### config.mk
export PLATFORM = sky130hd
export DESIGN_NAME = edge_propagator_flat
export DESIGN_NICKNAME = d
export VERILOG_FILES = /design/src/rtl/edge_propagator_if.sv /design/src/rtl/edge_propagator.sv /design/src/flat_wrapper.sv
export SDC_FILE = /design/constraint.sdc
export NUM_CORES = 1
export LEC_CHECK = 0
export CORE_UTILIZATION = 62
export DETAILED_ROUTE_END_ITERATION = 8
export MAX_ROUTING_LAYER = met4
export PLACE_DENSITY = 0.88
export RECOVER_POWER = 50
export REMOVE_ABC_BUFFERS = 1
export SYNTH_ARGS = -nofsm -noshare
export SYNTH_HDL_FRONTEND = slang
export SYNTH_SLANG_ARGS = --single-unit
### constraint.sdc
create_clock -name clock -period 15.06 [get_ports clock]
set_input_delay 4.518 -clock clock [delete_from_list [all_inputs] [get_ports clock]]
set_output_delay 4.518 -clock clock [all_outputs]
set_load 0.01 [all_outputs]
### src/rtl/edge_propagator_if.sv
// Bus bundle for edge_propagator: the event input stream, the edge-memory
// read port and the scaled-event output stream.
// The slave view belongs to the propagator; the master view belongs to its
// surroundings: the event source, the edge memory and the downstream queue.
interface edge_propagator_if #(
  parameter int VID_W  = 8,
  parameter int ADDR_W = 10,
  parameter int CNT_W  = 8
);
  logic              evt_valid;
  logic              evt_ready;
  logic [15:0]       evt_delta;
  logic [ADDR_W-1:0] evt_edge_base;
  logic [CNT_W-1:0]  evt_edge_cnt;

  logic              mem_rd_en;
  logic [ADDR_W-1:0] mem_rd_addr;
  logic [VID_W+15:0] mem_rd_data;

  logic              out_valid;
  logic              out_ready;
  logic [VID_W-1:0]  out_dest;
  logic [15:0]       out_value;

  modport slave (
    input  evt_valid, evt_delta, evt_edge_base, evt_edge_cnt,
    input  mem_rd_data, out_ready,
    output evt_ready, mem_rd_en, mem_rd_addr,
    output out_valid, out_dest, out_value
  );

  modport master (
    output evt_valid, evt_delta, evt_edge_base, evt_edge_cnt,
    output mem_rd_data, out_ready,
    input  evt_ready, mem_rd_en, mem_rd_addr,
    input  out_valid, out_dest, out_value
  );
endinterface

### src/rtl/edge_propagator.sv
// edge_propagator: walks the edge list of one propagation event and emits
// one (destination, delta * weight) event per edge. The file also holds
// the fp16 multiplier that is used inside it.

// fp16 (1/5/10) multiplier. Rounding is to nearest, with ties to even.
// A result that is too small becomes a signed zero. A result that is too
// large becomes a signed infinity.
module fp_mul (
  input  logic [15:0] a,
  input  logic [15:0] b,
  output logic [15:0] p
);
  logic        sign;
  logic [4:0]  ea;
  logic [4:0]  eb;
  logic [21:0] prod;
  logic        norm;
  logic [9:0]  mant;
  logic        guard;
  logic        sticky;
  logic [10:0] mant_r;
  logic [6:0]  e_sum;
  logic [6:0]  e_res;
  logic        a_nan;
  logic        b_nan;
  logic        any_zero;

  // Multiply the significands, normalise, round, then handle the special operands
  always_comb begin
    sign     = a[15] ^ b[15];
    ea       = a[14:10];
    eb       = b[14:10];
    a_nan    = (ea == 5'h1f) && (a[9:0] != 10'd0);
    b_nan    = (eb == 5'h1f) && (b[9:0] != 10'd0);
    any_zero = (ea == 5'd0) || (eb == 5'd0);
    prod     = {11'd0, 1'b1, a[9:0]} * {11'd0, 1'b1, b[9:0]};
    norm     = prod[21];
    if (norm) begin
      mant   = prod[20:11];
      guard  = prod[10];
      sticky = |prod[9:0];
    end else begin
      mant   = prod[19:10];
      guard  = prod[9];
      sticky = |prod[8:0];
    end
    mant_r = {1'b0, mant} + {10'd0, guard & (sticky | mant[0])};
    // When rounding carries out, the fraction wraps to zero and the exponent goes up by one.
    e_sum  = {2'b00, ea} + {2'b00, eb} + {6'd0, norm} + {6'd0, mant_r[10]};
    e_res  = e_sum - 7'd15;
    if (a_nan || b_nan) begin
      p = 16'h7e00;
    end else if (ea == 5'h1f || eb == 5'h1f) begin
      p = any_zero ? 16'h7e00 : {sign, 5'h1f, 10'd0};
    end else if (any_zero) begin
      p = {sign, 15'd0};
    end else if (e_sum >= 7'd46) begin
      p = {sign, 5'h1f, 10'd0};
    end else if (e_sum <= 7'd15) begin
      p = {sign, 15'd0};
    end else begin
      p = {sign, e_res[4:0], mant_r[9:0]};
    end
  end
endmodule

module edge_propagator #(
  parameter int VID_W  = 8,
  parameter int ADDR_W = 10,
  parameter int CNT_W  = 8
) (
  input  logic             clock,
  input  logic             reset_n,
  edge_propagator_if.slave bus,
  output logic             busy
);
  typedef enum logic {IDLE, RUN} state_t;

  localparam logic [ADDR_W-1:0] ADDR_ONE = 1;
  localparam logic [CNT_W-1:0]  CNT_ONE  = 1;

  state_t            state_reg;
  logic [15:0]       delta_reg;
  logic [ADDR_W-1:0] next_addr_reg;
  logic [ADDR_W-1:0] addr_hold_reg;
  logic [CNT_W-1:0]  rem_reg;
  logic              rd_inflight_reg;
  logic              out_valid_reg;
  logic [VID_W-1:0]  out_dest_reg;
  logic [15:0]       out_value_reg;

  logic              issue;
  logic [VID_W-1:0]  dest_id;
  logic [15:0]       weight;
  logic [15:0]       mul_result;
  logic [15:0]       scaled;

  // A read goes out only when its result is sure to have a free output slot.
  // A slot is free if it is empty now, or if it is being drained this cycle.
  assign issue = (state_reg == RUN) && (rem_reg != '0) && !rd_inflight_reg &&
                 (!out_valid_reg || bus.out_ready);

  assign dest_id = bus.mem_rd_data[VID_W+15:16];
  assign weight  = bus.mem_rd_data[15:0];

  fp_mul u_fp_mul (
    .a (delta_reg),
    .b (weight),
    .p (mul_result)
  );

  // A zero or subnormal operand (exponent field 0) forces a signed zero.
  // This takes precedence over whatever the multiplier returns.
  assign scaled = (delta_reg[14:10] == 5'd0 || weight[14:10] == 5'd0) ?
                  {delta_reg[15] ^ weight[15], 15'd0} : mul_result;

  assign bus.evt_ready   = (state_reg == IDLE);
  assign bus.mem_rd_en   = issue;
  assign bus.mem_rd_addr = issue ? next_addr_reg : addr_hold_reg;
  assign bus.out_valid   = out_valid_reg;
  assign bus.out_dest    = out_dest_reg;
  assign bus.out_value   = out_value_reg;
  assign busy            = (state_reg == RUN) || rd_inflight_reg;

  // Control FSM with the read-address walk and the registered output slot
  always_ff @(posedge clock or negedge reset_n) begin
    if (!reset_n) begin
      state_reg       <= IDLE;
      delta_reg       <= '0;
      next_addr_reg   <= '0;
      addr_hold_reg   <= '0;
      rem_reg         <= '0;
      rd_inflight_reg <= 1'b0;
      out_valid_reg   <= 1'b0;
      out_dest_reg    <= '0;
      out_value_reg   <= '0;
    end else begin
      // Returning read data loads the slot. The issue rule guarantees the slot is free.
      if (rd_inflight_reg) begin
        out_valid_reg <= 1'b1;
        out_dest_reg  <= dest_id;
        out_value_reg <= scaled;
      end else if (out_valid_reg && bus.out_ready) begin
        out_valid_reg <= 1'b0;
      end

      rd_inflight_reg <= issue;
      if (issue) begin
        addr_hold_reg <= next_addr_reg;
        next_addr_reg <= next_addr_reg + ADDR_ONE;
        rem_reg       <= rem_reg - CNT_ONE;
      end

      case (state_reg)
        IDLE: begin
          if (bus.evt_valid) begin
            delta_reg     <= bus.evt_delta;
            next_addr_reg <= bus.evt_edge_base;
            rem_reg       <= bus.evt_edge_cnt;
            if (bus.evt_edge_cnt != '0) begin
              state_reg <= RUN;
            end
          end
        end
        RUN: begin
          if (rem_reg == '0 && !rd_inflight_reg) begin
            state_reg <= IDLE;
          end
        end
        default: state_reg <= IDLE;
      endcase
    end
  end
endmodule
### src/flat_wrapper.sv
// flat-port wrapper written by rule: the top's interface ports become plain ports
module edge_propagator_flat 
#(
  parameter int VID_W  = 8,
  parameter int ADDR_W = 10,
  parameter int CNT_W  = 8
)
  (clock, reset_n, busy, bus_evt_valid, bus_evt_delta, bus_evt_edge_base, bus_evt_edge_cnt, bus_mem_rd_data, bus_out_ready, bus_evt_ready, bus_mem_rd_en, bus_mem_rd_addr, bus_out_valid, bus_out_dest, bus_out_value);
  edge_propagator_if #(.VID_W(VID_W), .ADDR_W(ADDR_W), .CNT_W(CNT_W)) bus_i ();
  input  logic clock;
  input  logic reset_n;
  output logic busy;
  input wire logic [$bits(bus_i.evt_valid)-1:0] bus_evt_valid;
  input wire logic [$bits(bus_i.evt_delta)-1:0] bus_evt_delta;
  input wire logic [$bits(bus_i.evt_edge_base)-1:0] bus_evt_edge_base;
  input wire logic [$bits(bus_i.evt_edge_cnt)-1:0] bus_evt_edge_cnt;
  input wire logic [$bits(bus_i.mem_rd_data)-1:0] bus_mem_rd_data;
  input wire logic [$bits(bus_i.out_ready)-1:0] bus_out_ready;
  output wire logic [$bits(bus_i.evt_ready)-1:0] bus_evt_ready;
  output wire logic [$bits(bus_i.mem_rd_en)-1:0] bus_mem_rd_en;
  output wire logic [$bits(bus_i.mem_rd_addr)-1:0] bus_mem_rd_addr;
  output wire logic [$bits(bus_i.out_valid)-1:0] bus_out_valid;
  output wire logic [$bits(bus_i.out_dest)-1:0] bus_out_dest;
  output wire logic [$bits(bus_i.out_value)-1:0] bus_out_value;
  assign bus_i.evt_valid = bus_evt_valid;
  assign bus_i.evt_delta = bus_evt_delta;
  assign bus_i.evt_edge_base = bus_evt_edge_base;
  assign bus_i.evt_edge_cnt = bus_evt_edge_cnt;
  assign bus_i.mem_rd_data = bus_mem_rd_data;
  assign bus_i.out_ready = bus_out_ready;
  assign bus_evt_ready = bus_i.evt_ready;
  assign bus_mem_rd_en = bus_i.mem_rd_en;
  assign bus_mem_rd_addr = bus_i.mem_rd_addr;
  assign bus_out_valid = bus_i.out_valid;
  assign bus_out_dest = bus_i.out_dest;
  assign bus_out_value = bus_i.out_value;
  edge_propagator #(.VID_W(VID_W), .ADDR_W(ADDR_W), .CNT_W(CNT_W)) u_core (.clock(clock), .reset_n(reset_n), .bus(bus_i), .busy(busy));
endmodule
==> metrics.csv <==
stage;metric;value;unit
cts;clockBufferDepth;2;
setup_path;crit_start;bus_mem_rd_data[3];
setup_path;crit_family;adder cells;
job;drv_cap;2;
floorplan;ioPinCount;100;
setup_path;cp-endpoint;u_core.bus.out_value[9]$_DFFE_PN0P_;
sta;setup_viol;0;
outcome;status;finished, violations left;
cells_and_area;nets;1182;
floorplan;die_area;13520;um^2
cts;tritoncts;yes;
setup_path;critPathCaptureType;flop;
cts;cts_sinks;71;
cts;cts_root_buffer;clkbuf_16;
route;dr.pass1.iters;5;
cts;cts_max_level;3;
logic_synthesis;ys_seq_area_share;21.94;%
sta;min_period_over_period;91.00;%
logic_synthesis;netlist_instances;890;
placed_design;gp_congestion;0.8996;
sta;min_period;13.70;ns
sta;maxSlewHeadroom;-149.0;%
global_route;overflow;0;
global_route;first_global_vias;6774;
placed_design;io_buffer_count;99;
cts;path_clk_slew;0.05;ns
setup_path;crit_slowest_cell;clkdlybuf4s50_1;
setup_path;critPathMaxFanout;12;
route;wl_per_cell;16.94;um
placed_design;placed_cell_area;9186;um^2
logic_synthesis;synthFlopType;dfrtp_1;
setup_path;reg2reg_slack;5.62;ns
setup_path;cp.depth;37;
global_route;use_met2;51.05;%
sta;finClkSkew;0.005791;ns
floorplan;fp.dieH;116.3;um
setup_path;slowest_delay;0.80;ns
placed_design;pre_cts_ws;1.117;ns
sta;worstMarginPinSlew;3.736;ns
cts;ctsHoldBuffers;0;
setup_path;r2r-start;u_core.delta_reg[2]$_DFFE_PN0P_;
sta;fin_setup_tns;0;ns
route;drc;0;
cts;cts_buffers;9;
sta;finalMaxSlewViolations;132;
logic_synthesis;synth-edff-count;0;
cts;cts_resized;0;
global_route;busiest_layer;met2;
cells_and_area;syn_to_final_growth;16.72;%
global_route;antenna_found_initial;0;
floorplan;start_util;63.92;%
logic_synthesis;synth_most_common_cell;inv_1;
global_route;grt_pass1_wl;32020;um
floorplan;core_area;12670;um^2
setup_path;crit_buf_inv;8;
setup_path;startpoint_type;input pin;
floorplan;die_x;116.3;um
cells_and_area;drive_above_1_share;6.701;%
sta;hold_violations;0;
cts;post_cts_buffers;0;
cells_and_area;post-route-cell-area;9453;um^2
sta;rsz0062_at_grt;no;
cts;clock_latency;0.34;ns
logic_synthesis;async_flop_share;100.0;%
logic_synthesis;syn_area;8099;um^2
placed_design;hpwl;14340;um
logic_synthesis;synth_cell_types;71;
sta;fin_ws;1.355;ns
logic_synthesis;synth.area.top_cells;dfrtp_1 (22%), fa_1 (20%), ha_1 (11%), inv_1 (6.5%), nand2_1 (5.1%);
route;wl;19350;um
logic_synthesis;yosys_warnings;0;
logic_synthesis;synth_common_cells;inv_1 (140), nand2_1 (110), fa_1 (81);
setup_path;required;15.32;ns
route;vias_per_cell;5.842;
route;drtAntennaViolNets;0;
global_route;grt_util_met1;40.75;%
logic_synthesis;yosys.area.top_type;dfrtp_1;
sta;max_freq;72.97;MHz
global_route;track_usage;31.68;%
floorplan;core.rowCount;41;
route;drt-initial-drc-count;319;
cells_and_area;n_antenna_cell;0;
logic_synthesis;synth.top_cell.area_share;21.94;%
setup_path;path_common_cell;inv_1;
route;num_vias;6672;
worst_hold_path;hp-class;reg2reg;
global_route;grt.met3_usage;4.774;%
logic_synthesis;synth_area_per_cell;9.100;um^2
global_route;grt_max_degree;72;
setup_path;setup.worst_path.class;in2reg;
setup_path;arrival;13.96;ns
setup_path;reg2reg_to;u_core.bus.out_value[9]$_DFFE_PN0P_;
logic_synthesis;yosys_register_bits;71;
outcome;violations;max-capacitance violations, max-slew violations;
setup_path;ff2ff_path_depth;34;
[per-stage QoR]
stage	hold slack [ns]	util [%]	instances
final	0.4865	74.60	1142
after global routing	0.5145	74.60	1142
after CTS	0.4944	74.75	1142
after detailed placement	0.4823	72.50	1126
after global placement	0.4748	72.50	1126
after floorplan	0.5022	-	851
[placed cells by master, fill, tap and decap left out, types with 25 or more instances in the layout]
| cell type | instances |
|---|---|
| mux2_2 | 28 |
| o21ai_0 | 36 |
| a21oi_1 | 26 |
| fa_1 | 81 |
| nand2_1 | 110 |
| nor2_1 | 30 |
| ha_1 | 74 |
| dfrtp_1 | 71 |
| inv_1 | 140 |
| xnor2_1 | 25 |
| clkdlybuf4s50_1 | 88 |
| and2_1 | 45 |
[final cells by class]
| type | count | area (um^2) |
|---|---|---|
| inverters | 140 | 525.5 |
| clock buffers | 12 | 256.5 |
| fillers | 889 | 3218 |
| multi-input cells | 640 | 5643 |
| flip-flops and latches | 71 | 1777 |
| repair buffers | 103 | 1007 |
| well taps | 172 | 215.2 |
| clock inverters | 4 | 28.78 |
[worst min path at each step]
stage / endpoint / cells after the start / start
detailed placement: u_core.bus.out_value[4]$_DFFE_PN0P_ / 1 / u_core.bus.out_value[4]$_DFFE_PN0P_
global route: u_core.addr_hold_reg[3]$_DFF_PN0_ / 1 / u_core.addr_hold_reg[3]$_DFF_PN0_
finish: u_core.bus.out_value[4]$_DFFE_PN0P_ / 1 / u_core.bus.out_value[4]$_DFFE_PN0P_
CTS: u_core.bus.out_value[4]$_DFFE_PN0P_ / 1 / u_core.bus.out_value[4]$_DFFE_PN0P_
global placement: u_core.bus.out_value[4]$_DFFE_PN0P_ / 1 / u_core.bus.out_value[4]$_DFFE_PN0P_
floorplan: u_core.delta_reg[15]$_DFFE_PN0P_ / 1 / u_core.delta_reg[15]$_DFFE_PN0P_
[kinds of logic (layout without fill, tap and decap cells)]
kind of cell / after synthesis / in the layout / share of synthesized area (%)
AOI/OAI and AO/OA: 142 / 142 / 12.36
xor gates and xnor gates: 45 / 45 / 4.866
adders and majority gates: 155 / 155 / 31.45
buffers and inverters: 179 / 259 / 8.389
DFF: 71 / 71 / 21.94
muxes: 32 / 32 / 4.387
and+or+nand+nor: 266 / 266 / 16.61
[layer usage]
layer,up-vias,routed length [um]
met5,-,0
met4,0,439
met3,42,1060
met2,245,9579
met1,3285,8267
li1,3100,-
Power is left out: the tool's default activity adds up to more than one toggle a clock period on the data nets, which glitch-free logic cannot reach.
